File: src/rtl/sleep_ctrl_pkg.sv
// Shared types and constants for the core sleep controller.
// The wake latency counter is WCNT_W bits wide, which bounds WAKE_LAT to 1..15.
package sleep_ctrl_pkg;

  typedef enum logic [1:0] {
    ST_RUN   = 2'd0,
    ST_DRAIN = 2'd1,
    ST_SLEEP = 2'd2,
    ST_WAKE  = 2'd3
  } state_e;

  localparam int unsigned WAKE_LAT_MIN = 1;
  localparam int unsigned WAKE_LAT_MAX = 15;
  localparam int unsigned WCNT_W       = 4;

  // Out-of-range latencies are clamped so the counter load always fits.
  function automatic logic [WCNT_W-1:0] wake_lat_load(input int unsigned lat);
    int unsigned l;
    l = lat;
    if (l < WAKE_LAT_MIN) l = WAKE_LAT_MIN;
    if (l > WAKE_LAT_MAX) l = WAKE_LAT_MAX;
    return WCNT_W'(l - 1);
  endfunction

endpackage

File: src/rtl/clock_gate.sv
// Latch-based glitch-free clock gate: the enable is captured while the clock
// is low and held while it is high.
module clock_gate (
  input  logic clk_i,
  input  logic en_i,
  input  logic test_en_i,
  output logic gclk_o
);

  logic en_l;

  always_latch begin
    if (!clk_i) en_l = en_i | test_en_i;
  end

  assign gclk_o = clk_i & en_l;

endmodule

File: src/rtl/sleep_ctrl.sv
// Core sleep controller: idle hold-off counter, RUN/DRAIN/SLEEP/WAKE FSM,
// maskable wake channels with source capture, and the gated core clock.
module sleep_ctrl
  import sleep_ctrl_pkg::*;
#(
  parameter int unsigned N_WAKE     = 4,
  parameter int unsigned HOLD_W     = 8,
  parameter int unsigned HOLD_RESET = 38,
  parameter int unsigned WAKE_LAT   = 2
) (
  input  logic              clk_ungated_i,
  input  logic              reset,
  input  logic              scan_cg_en_i,
  input  logic [N_WAKE-1:0] wake_i,
  input  logic [N_WAKE-1:0] wake_mask_i,
  input  logic              busy_i,
  input  logic [HOLD_W-1:0] hold_cfg_i,
  output logic              clk_gated_o,
  output logic              core_sleep_o,
  output logic              core_busy_o,
  output logic [N_WAKE-1:0] wake_src_o,
  output logic              wake_evt_o,
  output state_e            dbg_state_o
);

  localparam logic [WCNT_W-1:0] WCNT_LOAD = wake_lat_load(WAKE_LAT);

  state_e              state_q, state_d;
  logic [HOLD_W-1:0]   cnt_q, cnt_d;
  logic [WCNT_W-1:0]   wcnt_q, wcnt_d;
  logic [N_WAKE-1:0]   wake_src_q, wake_src_d;
  logic                wake_evt_q, wake_evt_d;
  logic                clk_en_q, clk_en_d;

  logic [N_WAKE-1:0]   wake_vec;
  logic                wake_hit;
  logic                act;

  assign wake_vec = wake_i & wake_mask_i;
  assign wake_hit = |wake_vec;
  assign act      = busy_i | wake_hit;

  always_ff @(posedge clk_ungated_i or posedge reset) begin
    if (reset) begin
      state_q    <= ST_RUN;
      cnt_q      <= HOLD_W'(HOLD_RESET);
      wcnt_q     <= '0;
      wake_src_q <= '0;
      wake_evt_q <= 1'b0;
      clk_en_q   <= 1'b1;
    end else begin
      state_q    <= state_d;
      cnt_q      <= cnt_d;
      wcnt_q     <= wcnt_d;
      wake_src_q <= wake_src_d;
      wake_evt_q <= wake_evt_d;
      clk_en_q   <= clk_en_d;
    end
  end

  always_comb begin
    state_d = state_q;
    case (state_q)
      ST_RUN:   if (!act && cnt_q == '0) state_d = ST_DRAIN;
      ST_DRAIN: state_d = act ? ST_RUN : ST_SLEEP;
      // busy_i alone cannot wake: the core has no clock to raise it with.
      ST_SLEEP: if (wake_hit) state_d = ST_WAKE;
      ST_WAKE:  if (wcnt_q == '0) state_d = ST_RUN;
      default:  state_d = ST_RUN;
    endcase
  end

  always_comb begin
    cnt_d      = cnt_q;
    wcnt_d     = wcnt_q;
    wake_src_d = wake_src_q;
    wake_evt_d = 1'b0;
    case (state_q)
      ST_RUN: begin
        if (act)              cnt_d = hold_cfg_i;
        else if (cnt_q != '0) cnt_d = cnt_q - 1'b1;
      end
      ST_DRAIN: if (act) cnt_d = hold_cfg_i;
      ST_SLEEP: begin
        if (wake_hit) begin
          wake_src_d = wake_vec;
          wake_evt_d = 1'b1;
          wcnt_d     = WCNT_LOAD;
        end
      end
      ST_WAKE: begin
        if (wcnt_q == '0) cnt_d  = hold_cfg_i;
        else              wcnt_d = wcnt_q - 1'b1;
      end
      default: ;
    endcase
    clk_en_d = (state_d != ST_SLEEP);
  end

  assign core_sleep_o = (state_q == ST_SLEEP);
  assign core_busy_o  = (state_q != ST_SLEEP) | wake_hit;
  assign wake_src_o   = wake_src_q;
  assign wake_evt_o   = wake_evt_q;
  assign dbg_state_o  = state_q;

  clock_gate u_clock_gate (
    .clk_i     (clk_ungated_i),
    .en_i      (clk_en_q),
    .test_en_i (scan_cg_en_i),
    .gclk_o    (clk_gated_o)
  );

endmodule

File: config.mk
export PLATFORM = sky130hd
export DESIGN_NAME = sleep_ctrl
export DESIGN_NICKNAME = d
export VERILOG_FILES = /design/src/rtl/sleep_ctrl_pkg.sv /design/src/rtl/clock_gate.sv /design/src/rtl/sleep_ctrl.sv
export SDC_FILE = /design/constraint.sdc
export NUM_CORES = 1
export LEC_CHECK = 0
export ABC_CLOCK_PERIOD_IN_PS = 2300
export BUFFER_PORTS_ARGS = -buffer_cell sky130_fd_sc_hd__buf_2
export CORE_UTILIZATION = 44
export CTS_BUF_LIST = sky130_fd_sc_hd__clkbuf_8
export DETAILED_ROUTE_END_ITERATION = 10
export GPL_TIMING_DRIVEN = 0
export PLACE_DENSITY = 0.68
export SLEW_MARGIN = 20
export SYNTH_ARGS = -nofsm -noshare
export SYNTH_HDL_FRONTEND = slang
export SYNTH_SLANG_ARGS = --single-unit
File: constraint.sdc
create_clock -name clk_ungated_i -period 2.3 [get_ports clk_ungated_i]
set_input_delay 0.23 -clock clk_ungated_i [delete_from_list [all_inputs] [get_ports clk_ungated_i]]
set_output_delay 0.23 -clock clk_ungated_i [all_outputs]
set_load 0.01 [all_outputs]
==> results.py <==
metrics = {
    "outcome": {
        "outcome": "finished, violations left",
        "violations": "hold timing, setup timing",
    },
    "final_layout": {
        "final_cell_area_sq_um": 1440,
        "fin_nets": 189,
        "layout_common_cells": "33 x buf_2, 18 x nand2_1, 16 x dfrtp_1",
        "layout-drive-gt1-share_pct": 32.1,
        "syn2layout_area_growth_pct": 24.1,
        "final_util_pct": 58.3,
        "final_cells": 195,
        "diodes": 0,
        "final_common_cell": "buf_2",
    },
    "sta": {
        "fin_worst_skew_ns": 0.00490,
        "worst_slew_pin_slew_ns": 0.755,
        "maxSlewHeadroom_pct": 49.6,
        "timing.hold.ws_ns": -0.0138,
        "maxSlewViolCount": 0,
        "hold_viol": 16,
        "fin_setup_tns_ns": -0.0953,
        "setup_violations": 2,
        "rsz0062_at_grt": "yes",
        "setup_ws_ns": -0.0953,
    },
    "setup_path": {
        "worst-setup-path-type": "latch2out",
        "endpoint_kind": "primary output",
        "cpMaxStageDelayCell": "dlxtn_2",
        "crit_path_start_kind": "latch",
        "cp.arrival_ns": 2.17,
        "slowest_delay_ns": 0.41,
        "cp_max_fo": 1,
        "path_delay_family": "latches",
        "crit_chain": "and2_4 -> buf_6",
        "crit_buf_inv": 1,
        "required_ns": 2.07,
    },
    "global_routing": {
        "grt_pass1_vias": 1026,
        "grt_pass1_wl_um": 4390,
        "grt.total_usage_pct": 21.4,
        "overflow": 0,
        "grt_max_degree": 21,
        "antenna_found_initial": 0,
    },
    "synth": {
        "synth_top_family_by_area": "compound AO/OA/AOI/OAI gates",
        "synthTopCellsByArea": "dfrtp_1 34%, dfstp_2 9.0%, nand2_1 5.8%",
        "ys_ff_latch": 21,
        "synth_flop_cell": "dfrtp_1",
        "yosysTopAreaCell": "dfrtp_1",
        "synthSimpleGateAreaFrac_pct": 21.8,
        "synth-compound-area-share_pct": 22.5,
        "synth_edf_count": 0,
        "synthMuxAreaShare_pct": 0.860,
        "avgSynthCellArea_sq_um": 9.02,
        "synth_xor_area_share_pct": 1.51,
        "synth_fa_ha_area_share_pct": 3.23,
        "syn_area_sq_um": 1160,
        "synth_nets": 152,
        "synth_top_area_share_pct": 34.4,
        "syn-instance-count": 129,
        "synth.yosys.warnings": 0,
        "synthArstFlopShare_pct": 95.2,
        "synth_cell_types": 40,
    },
    "placement": {
        "placedCellCount": 188,
        "io_buffers": 29,
        "place_congestion": 0.781,
        "placement.cell_area_sq_um": 1350,
        "preCtsSetupSlack_ns": 0.285,
        "dp_hpwl_um": 1900,
    },
    "die": {
        "die_y_um": 53.4,
        "ios": 30,
        "die_area_sq_um": 2850,
        "core_sq_um": 2480,
        "start_util_pct": 47.0,
        "rows": 18,
        "dieWidth_um": 53.4,
    },
    "routing": {
        "drtIter0Drc": 16,
        "drc": 0,
        "dr.pass1.iters": 4,
        "drtAntennaViolNets": 0,
        "vias": 1062,
        "vias_per_cell": 5.45,
        "finalWirelength_um": 2620,
        "wl_per_cell_um": 13.4,
    },
    "pwr": {
        "power_density_nw_per_um2": 1100,
        "finalPower_mw": 1.59,
        "p_leak_nw": 0.713,
        "peakVddDrop_v": 0.000633,
    },
    "run": {
        "maxCapViolCount": 0,
    },
    "clock_network": {
        "clk_pin_slew_worst_paths_ns": 0.08,
        "cts_tree": "done",
        "cts_setup_buffers": 0,
        "clk_latency_ns": 0.36,
    },
    "worst_hold_path": {
        "hold_path.class": "in2async",
    },
}
-- report_power, final --
part	leakage, nW	total [mW]	switching, mW	internal (mW)
Clock	0.0578	0.457	0.170	0.287
Combinational	0.398	0.558	0.330	0.228
Sequential	0.258	0.580	0.0880	0.492
Total	0.713	1.59	0.588	1.01
-- path summary, 6_finish.rpt --
check	to	cells after the start	slack, ns	startpoint
max in group asynchronous	wcnt_q[1]	2	1.84	reset
min in group clk_ungated_i	wake_src_o[3]	3	0.13	wake_mask_i[3]
min	wake_src_o[2]	2	-0.01	reset
max	clk_gated_o	2	-0.1	u_clock_gate.en_l
min reg2reg	wake_src_o[1]	2	0.49	wake_src_o[1]
max reg2reg	cnt_q[3]	9	0.23	wcnt_q[0]
-- cell type report --
class	count	area, sq um
multi-input cells	93	583
clock inverters	1	5.00
well taps	30	37.5
flip-flops and latches	21	522
fillers	236	1030
inverters	9	33.8
repair buffers	28	140
clock buffers	7	93.8
plain buffers	6	28.8
-- timing repair --
item / 4_1_cts / 5_1_grt
endpoints found under the setup margin: 2 / 2
endpoints found under the hold margin: 0 / 0
resized for setup: 0 / 3
gates cloned: 0 / 0
hold buffers: 0 / 0
-- sequential cells by signal, summed over array words and instances (netlist names) --
| register | flops |
|---|---|
| wcnt_q | 4 |
| wake_evt_o | 1 |
| u_clock_gate.en_l | 1 |
| dbg_state_o | 2 |
| wake_src_o | 4 |
| cnt_q | 8 |
| clk_en_q | 1 |
-- cells in the mapped netlist (2+ instances only) --
cell,count
nand2_1,18
dfrtp_1,16
o21ai_1,13
inv_1,9
nor2_1,8
a21oi_1,6
buf_2,5
o21ai_0,5
dfstp_2,4
a22oi_1,3
a32oi_1,3
and2_1,3
ha_1,3
nand3_1,3
nor3_1,2
nor4_1,2
o22ai_1,2
or3b_1,2
-- logic make-up after synthesis --
group           Yosys count
simple gates             47
latches                   1
xor+xnor                  2
flops                    20
fa+ha+maj                 3
mux                       1
compound gates           40
buf+inv                  15
-- routing by layer --
metal	wire length [um]	global-route usage, %
met1	1200	27.2
met2	1270	35.2
met3	132	4.89
met4	12	7.02
met5	0	0
Note: power is estimated with default switching activity, not from simulation.
